===== src/rtl/instr_fetch_ctrl.sv =====
// Instruction fetch controller: latches PC, runs a req/ack memory read, loads IR, pulses PC update.
// Optional REQ timeout with sticky fault enabled by defining FETCH_TIMEOUT_EN.
module instr_fetch_ctrl #(
  parameter int unsigned ADDR_W      = 16,
  parameter int unsigned INSTR_W     = 16,
  parameter int unsigned TIMEOUT_CYC = 15
) (
  input  logic               clk,
  input  logic               rst,
  input  logic               start,
  input  logic [ADDR_W-1:0]  pc_in,
  output logic               mem_req,
  output logic [ADDR_W-1:0]  mem_addr,
  input  logic               mem_ack,
  input  logic [INSTR_W-1:0] mem_rdata,
  output logic [INSTR_W-1:0] ir,
  output logic               done,
  output logic [ADDR_W-1:0]  pc_next,
  output logic               pc_en,
  output logic               busy,
  output logic               fault
);

  if (TIMEOUT_CYC < 1) begin : g_bad_timeout
    $error("instr_fetch_ctrl: TIMEOUT_CYC must be at least 1");
  end

`ifdef FETCH_TIMEOUT_EN
  typedef enum logic [1:0] {S_IDLE, S_REQ, S_DONE, S_FAULT} state_e;
  localparam int unsigned CNT_W = $clog2(TIMEOUT_CYC + 1);
`else
  typedef enum logic [1:0] {S_IDLE, S_REQ, S_DONE} state_e;
`endif

  state_e              state_q;
  state_e              state_d;
  logic [ADDR_W-1:0]   addr_q;
  logic                latch_c;
  logic                capture_c;

`ifdef FETCH_TIMEOUT_EN
  logic [CNT_W-1:0]    cnt_q;
  logic                expire_c;
`endif

  // State register
  always_ff @(posedge clk) begin
    if (rst) state_q <= S_IDLE;
    else     state_q <= state_d;
  end

  // Next-state logic; an ack on the expiry edge still completes the fetch
  always_comb begin
    state_d   = state_q;
    latch_c   = 1'b0;
    capture_c = 1'b0;
`ifdef FETCH_TIMEOUT_EN
    expire_c  = (cnt_q == CNT_W'(TIMEOUT_CYC - 1));
`endif
    case (state_q)
      S_IDLE: begin
        if (start) begin
          latch_c = 1'b1;
          state_d = S_REQ;
        end
      end
      S_REQ: begin
        if (mem_ack) begin
          capture_c = 1'b1;
          state_d   = S_DONE;
        end
`ifdef FETCH_TIMEOUT_EN
        else if (expire_c) begin
          state_d = S_FAULT;
        end
`endif
      end
      S_DONE:  state_d = S_IDLE;
`ifdef FETCH_TIMEOUT_EN
      S_FAULT: state_d = S_FAULT;
`endif
      default: state_d = S_IDLE;
    endcase
  end

  // Datapath and registered outputs, decoded from the state being entered
  always_ff @(posedge clk) begin
    if (rst) begin
      addr_q  <= '0;
      pc_next <= ADDR_W'(1);
      ir      <= '0;
      mem_req <= 1'b0;
      done    <= 1'b0;
      pc_en   <= 1'b0;
      busy    <= 1'b0;
    end else begin
      if (latch_c) begin
        addr_q  <= pc_in;
        pc_next <= pc_in + ADDR_W'(1);
      end
      if (capture_c) ir <= mem_rdata;
      mem_req <= (state_d == S_REQ);
      done    <= (state_d == S_DONE);
      pc_en   <= (state_d == S_DONE);
      busy    <= (state_d != S_IDLE);
    end
  end

  assign mem_addr = addr_q;

`ifdef FETCH_TIMEOUT_EN
  // Counts REQ cycles without an ack since the fetch was accepted
  always_ff @(posedge clk) begin
    if (rst)                              cnt_q <= '0;
    else if (latch_c)                     cnt_q <= '0;
    else if (state_q == S_REQ && !mem_ack) cnt_q <= cnt_q + CNT_W'(1);
  end

  always_ff @(posedge clk) begin
    if (rst) fault <= 1'b0;
    else     fault <= (state_d == S_FAULT);
  end
`else
  assign fault = 1'b0;
`endif

endmodule


===== config.mk =====
export PLATFORM = sky130hd
export DESIGN_NAME = instr_fetch_ctrl
export DESIGN_NICKNAME = d
export VERILOG_FILES = /design/src/rtl/instr_fetch_ctrl.sv
export SDC_FILE = /design/constraint.sdc
export NUM_CORES = 1
export LEC_CHECK = 0
export BUFFER_PORTS_ARGS = -buffer_cell sky130_fd_sc_hd__buf_2
export CAP_MARGIN = 10
export CORE_MARGIN = 2
export CORE_UTILIZATION = 37
export DETAILED_ROUTE_END_ITERATION = 7
export PLACE_DENSITY = 0.66
export RECOVER_POWER = 100
export SLEW_MARGIN = 20
export SYNTH_ARGS = -nofsm -noshare
export SYNTH_HDL_FRONTEND = slang
export SYNTH_SLANG_ARGS = --single-unit

===== constraint.sdc =====
create_clock -name clk -period 1.5 [get_ports clk]
set_input_delay 0.375 -clock clk [delete_from_list [all_inputs] [get_ports clk]]
set_output_delay 0.375 -clock clk [all_outputs]
set_load 0.005 [all_outputs]

==> qor.yml, run 1 <==
cells_and_area:
  drive_gt1_share_pct: 25.37
  syn_to_final_growth_pct: 26.01
  final_util_pct: 48.69
  nets: 375
  antenna_cells: 0
  final_cells: 411
worst_setup_path:
  critPathBufInv: 0
  crit_required_ns: 1.70
  cp_cell_sequence: "or3b_2 -> nand2_1 -> a21oi_1"
  path_delay_family: "simple AND/OR/NAND/NOR gates"
  slowest_stage: "or3b_2"
  setup.worst_path.end_class: "flip-flop"
  r2r_cells: 3
  path_class: "flip-flop to flip-flop"
  critPathLaunchType: "flip-flop"
  r2r_start: "state_q[0]"
  crit_path_start: "state_q[0]"
  crit_fanout: 17
  cp.depth: 3
  cp.arrival_ns: 1.53
  slowest_delay_ns: 0.66
synth:
  synthCells: 253
  yosys-top-cells-area: "dfxtp_1 50%, nand2_1 12%, a21oi_1 7.7%"
  synth_top_area_share_pct: 49.56
  synth_enable_flop_cells: 0
  synthArstFlopShare_pct: 0
  synthFlopType: "dfxtp_1"
  yosys-top-cells-count: "71 x nand2_1, 53 x dfxtp_1, 33 x a21oi_1"
  seq_area_frac_synth_pct: 49.56
  ys_warn_count: 0
  avgSynthCellArea_um2: 8.462
  synthSimpleGateAreaFrac_pct: 25.54
  synth_top_family_by_area: "simple AND/OR/NAND/NOR gates"
  synthesis.area_um2: 2141
  yosysTopAreaCell: "dfxtp_1"
  ys_ff_latch: 53
  synth.distinct_cells: 31
  yosys.area_share.adder_pct: 0.5845
  synth_compound_area_share_pct: 14.09
  synth.net_count: 290
  synth.area.mux_share_pct: 0.4676
  yosys.cell_count.top_type: "nand2_1"
  synth-xor-area-share_pct: 5.319
global_routing:
  track_usage_pct: 16.41
  grt_max_degree: 47
  grt_pass1_vias: 1651
  grt_antenna_before_repair: 0
  grt_pass1_wl_um: 8197
  grt-ovfl-total: 0
sta:
  period_needed_ns: 1.338
  grt_setup_unrepaired: "no"
  max_freq_mhz: 747.5
  timing.final.ws_setup_ns: 0.1623
  tns_ns: 0
  finalSetupViolCount: 0
  hold_slack_ns: 0.2920
  drv_slew: 0
  final-hold-violation-count: 0
  fin_crit_sh_pct: 89.18
  clock_skew_ns: 0.008163
power_and_ir_drop:
  power.share.clock_pct: 28.5
  powerDensity_nw_per_um2: 1013
  seqPwrFrac_pct: 56.3
  ir_worst_vdd_v: 0.0003955
  pwr-share-comb_pct: 15.2
  net-switching-power_uw: 736.4
  leakagePower_uw: 0.001083
  power.internal_uw: 1996
  swShare_pct: 26.95
drt:
  via_per_inst: 4.723
  drc: 0
  wl_per_cell_um: 12.79
  drt.antenna.violating_nets: 0
  firstDrtPassIters: 6
  first_iter_violations: 89
  wirelength_um: 5258
  num_vias: 1941
cts:
  postCtsSetupBuffers: 0
  cts_tree: "yes"
  clkSlewWorstSetupHoldPaths_ns: 0.09
  cts_resized: 0
  cts_root_buf: "clkbuf_8"
  h-tree-depth: 2
  clk_latency_ns: 0.31
  cts.path.max_buffers: 2
  clock_sinks: 53
  postCtsHoldBufs: 0
  cts_buffers: 5
worst_hold_path:
  hold_path.startpoint: "mem_rdata[13]"
  whs_path_depth: 3
  hp-class: "input pin to flip-flop"
placement:
  place_congestion: 0.7612
  dpl.cell_count: 403
  io_buffers: 87
  pre_cts_ws_ns: 0.006302
  hpwlAfterDp_um: 3857
die:
  row_count: 27
  die_area_um2: 6410
  die_h_um: 80.07
  core-area_um2: 5540
  ios: 89
  fp.dieW_um: 80.07
  start_util_pct: 38.64
run_status:
  status: "finished, final reports clean"
flow_run:
  maxCapViolations: 0
-- flip-flops by register name, indices dropped and copies added, names as in the netlist --
register  count
ir           16
pc_en         1
busy          1
mem_addr     16
state_q       2
pc_next      16
mem_req       1
-- power by group through the flow --
stage	clock network (uW)	registers, uW	logic [uW]
after CTS	795	1540	440
after detailed placement	0	1570	439
after floorplan	0	1580	214
after global routing	853	1550	470
after global placement	0	1570	433
final	778	1540	415
-- worst reg2reg max path: cells and delay by family, from the launching register on --
kind | cells | cell delay (ns)
compound gates | 1 | 0.07
flops | 1 | 0.36
simple gates | 2 | 0.81
-- final cells by class --
type / instances / area (um2)
fill: 562 / 2843
sequential: 53 / 1061
multi-input combinational: 179 / 973.4
timing repair buffer: 96 / 479.2
tap: 72 / 90.09
clock buffer: 6 / 72.57
inverter: 3 / 11.26
clock inverter: 2 / 10.01
-- placed cells by master (no fill, tap or decap), drive strengths merged --
| master | Yosys | layout |
|---|---|---|
| a211oi | 13 | 13 |
| a21oi | 33 | 33 |
| a311oi | 1 | 1 |
| and4 | 1 | 1 |
| buf | 9 | 67 |
| clkbuf | 9 | 35 |
| clkinv | 0 | 2 |
| conb | 1 | 1 |
| dfxtp | 53 | 53 |
| ha | 1 | 1 |
| inv | 3 | 3 |
| mux2i | 1 | 1 |
| nand2 | 71 | 71 |
| nand2b | 1 | 1 |
| nand3 | 4 | 4 |
| nand4 | 5 | 5 |
| nor2 | 17 | 17 |
| nor3 | 6 | 6 |
| nor3b | 1 | 1 |
| nor4 | 4 | 4 |
| o21ai | 2 | 2 |
| or2 | 2 | 2 |
| or3 | 1 | 1 |
| or3b | 1 | 1 |
| xnor2 | 9 | 9 |
| xor2 | 4 | 4 |
-- stage by stage --
stage / area (um2) / total power (uW)
6_report: 2698 / 2733
3_3_place_gp: 2671 / 2003
3_5_place_dp: 2671 / 2010
2_1_floorplan: 2141 / 1791
5_1_grt: 2698 / 2875
4_1_cts: 2754 / 2774
-- layer usage --
metal	vias to the layer above	GRT usage (%)	share of wire, %
li1	1015	-	-
met3	13	3.258	5.3
met1	860	22.44	47
met2	53	24.08	45
met5	-	0	0
met4	0	9.153	3.0
-- final timing paths --
check | to | slack (ns)
worst max-delay path | mem_addr[6] | 0.16
worst min-delay path | ir[13] | 0.29
worst max register to register | mem_addr[6] | 0.16
worst min register to register | ir[2] | 0.46
-- kinds of logic (layout without fill, tap and decap cells) --
| logic type | count (synthesis) | after routing |
|---|---|---|
| xor+xnor | 13 | 13 |
| flops | 53 | 53 |
| buf+inv | 21 | 107 |
| fa+ha+maj | 1 | 1 |
| simple gates | 114 | 114 |
| compound gates | 49 | 49 |
| mux | 1 | 1 |
| other cells | 1 | 1 |
Power figures use the tool's default switching activity.
==> inputs of run 2 (changes only) <==
--- a/config.mk
+++ b/config.mk
@@ -7,11 +7,15 @@
 export LEC_CHECK = 0
 export BUFFER_PORTS_ARGS = -buffer_cell sky130_fd_sc_hd__buf_2
 export CAP_MARGIN = 10
+export CELL_PAD_IN_SITES_DETAIL_PLACEMENT = 1
+export CELL_PAD_IN_SITES_GLOBAL_PLACEMENT = 2
 export CORE_MARGIN = 2
-export CORE_UTILIZATION = 37
+export CORE_UTILIZATION = 26
+export CTS_CLUSTER_DIAMETER = 50
 export DETAILED_ROUTE_END_ITERATION = 7
-export PLACE_DENSITY = 0.66
+export PLACE_DENSITY = 0.8
 export RECOVER_POWER = 100
+export SKIP_CTS_REPAIR_TIMING = 1
 export SLEW_MARGIN = 20
 export SYNTH_ARGS = -nofsm -noshare
 export SYNTH_HDL_FRONTEND = slang
==> run 2 against run 1 <==
Compared with the run above:
- clock power grew 47%
- sequential share of layout area is 1.9 points lower
- worst hold slack better by 0.00078 ns
- combinational power up 6.7%
- sequential power about the same
- worst setup slack worse by 0.0075 ns
- global-route usage is 2.6 points lower
- count of clock-buffer cells in the layout decreased by 1
- register-to-register slack barely moved
- clock skew is 0.00064 ns higher
==> qor.yml, run 2 (same netlist as run 1, synthesis figures left out) <==
drt:
  first_iter_violations: 43  # -52%
  wirelength_um: 6182  # +18%
  firstDrtPassIters: 3  # -3
  wl_per_cell_um: 13.77  # +7.6%
  via_per_inst: 4.457  # -5.6%
  num_vias: 2001  # +3.1%
  drt.antenna.violating_nets: 0  # unchanged
  drc: 0  # unchanged
worst_setup_path:
  setup.worst_path.end_class: "flip-flop"
  cp-endpoint: "mem_addr[1]"
  critPathLaunchType: "flip-flop"
  cp.depth: 3  # unchanged
  path_delay_family: "simple AND/OR/NAND/NOR gates"
  crit_required_ns: 1.70  # about the same
  r2r_start: "state_q[0]"
  cp.arrival_ns: 1.54  # about the same
  r2r_cells: 3  # unchanged
  crit_fanout: 17  # unchanged
  rrSetupSlack_ns: 0.15  # about the same
  slowest_delay_ns: 0.67  # about the same
  r2r_end: "mem_addr[1]"
  crit_path_start: "state_q[0]"
  path_class: "flip-flop to flip-flop"
  critPathBufInv: 0  # unchanged
  slowest_stage: "or3b_2"
  cp_cell_sequence: "or3b_2 -> nand2_1 -> a21oi_1"
power_and_ir_drop:
  powerDensity_nw_per_um2: 1099  # +8.5%
  leakagePower_uw: 0.001115  # +3.0%
  ir_worst_vdd_v: 0.0003741  # -5.4%
  power.total_uw: 3118  # +14%
sta:
  tns_ns: 0  # unchanged
  period_needed_ns: 1.345  # +0.007545 ns
  max_freq_mhz: 743.4  # -0.56%
  clock_skew_ns: 0.008799  # +0.0006355 ns
  final-hold-violation-count: 0  # unchanged
  grt_setup_unrepaired: "no"
  timing.final.ws_setup_ns: 0.1547  # -0.007545 ns
  drv_slew: 0  # unchanged
  fin_crit_sh_pct: 89.68  # +0.50 points
  finalSetupViolCount: 0  # unchanged
cts:
  cts.path.max_buffers: 2  # unchanged
  cts_root_buf: "clkbuf_8"
  cts_buffers: 5  # unchanged
  clkSlewWorstSetupHoldPaths_ns: 0.10  # about the same
  clk_latency_ns: 0.31  # about the same
  h-tree-depth: 2  # unchanged
  cts_tree: "yes"
  clock_sinks: 53  # unchanged
die:
  core-area_um2: 8093  # +46%
  die_area_um2: 8976  # +40%
  start_util_pct: 26.45  # -12 points
  ios: 89  # unchanged
  fp.dieW_um: 94.74  # +18%
  row_count: 33  # +22%
  die_h_um: 94.74  # +18%
cells_and_area:
  antenna_cells: 0  # unchanged
  syn_to_final_growth_pct: 32.55
  layout_common_cells: "71 x nand2_1, 54 x buf_2, 53 x dfxtp_1, 33 x a21oi_1, 33 x clkbuf_1"
  final_common_cell: "nand2_1"
  n_fill_cell: 1048  # +86%
  drive_gt1_share_pct: 26.45  # +1.1 points
  nets: 380  # +1.3%
  final_cells: 449  # +9.2%
worst_hold_path:
  hp-class: "input pin to flip-flop"
run_status:
  status: "finished, final reports clean"
global_routing:
  grt_max_degree: 47  # unchanged
  track_usage_pct: 13.80  # -2.6 points
  grt_pass1_vias: 1897  # +15%
  grt_antenna_before_repair: 0  # unchanged
  grt_pass1_wl_um: 9660  # +18%
  grt-ovfl-total: 0  # unchanged
placement:
  pre_cts_ws_ns: -0.03071  # -0.03702 ns
  place_congestion: 0.8269  # +8.6%
  io_buffers: 87  # unchanged
  hpwlAfterDp_um: 4756  # +23%
  dpl.cell_count: 441  # +9.4%
flow_run:
  maxCapViolations: 0  # unchanged
-- run 2: cell count changes in the layout (fill, tap and decap cells not counted), sizes merged --
cell and change:
buf +1, bufinv +2, clkbuf +3, clkinv -1
-- run 2: per-stage QoR --
step	hold slack (ns)	area, um2	util [%]
final	0.2928	2838	35.06
after global routing	0.2795	2838	35.06
after CTS	0.2766	2884	35.64
after detailed placement	0.4475	2750	33.98
after global placement	0.4397	2750	33.98
after floorplan	0.4527	2141	-
-- run 2: worst min-delay path by stage --
stage / startpoint / end / slack [ns] / cells past startpoint
detailed placement: mem_addr[15] / mem_addr[15] / 0.45 / 2
finish: mem_rdata[7] / ir[7] / 0.29 / 3
global placement: ir[12] / ir[12] / 0.44 / 2
global route: mem_rdata[7] / ir[7] / 0.28 / 3
floorplan: ir[0] / ir[0] / 0.45 / 2
CTS: mem_rdata[6] / ir[6] / 0.28 / 3
-- run 2: layout make-up --
class	instances	area (um2)	area share, %
Tap cell	105	131.4	4.630
Clock buffer	5	68.82	2.425
Timing Repair Buffer	101	511.7	18.03
Clock inverter	3	65.06	2.293
Inverter	3	11.26	0.3968
Multi-Input combinational cell	179	988.4	34.83
Sequential cell	53	1061	37.39
-- run 2: power breakdown --
group,leakage [uW],internal [uW],switching (uW)
logic,0.000612,189,254
registers,0.000435,1490,44.3
clock network,0.0000681,663,473
-- run 2: worst min-delay path, cell delays in order --
cell     delay, ns
buf_2         0.09
nand2_1       0.04
a21oi_1       0.05
-- run 2: layer usage --
metal	routed length (um)	track usage, %	up-vias
met4	91	4.227	0
met3	213	3.033	7
met1	2759	17.80	936
met2	3118	22.99	33
met5	0	0	-
li1	-	-	1025
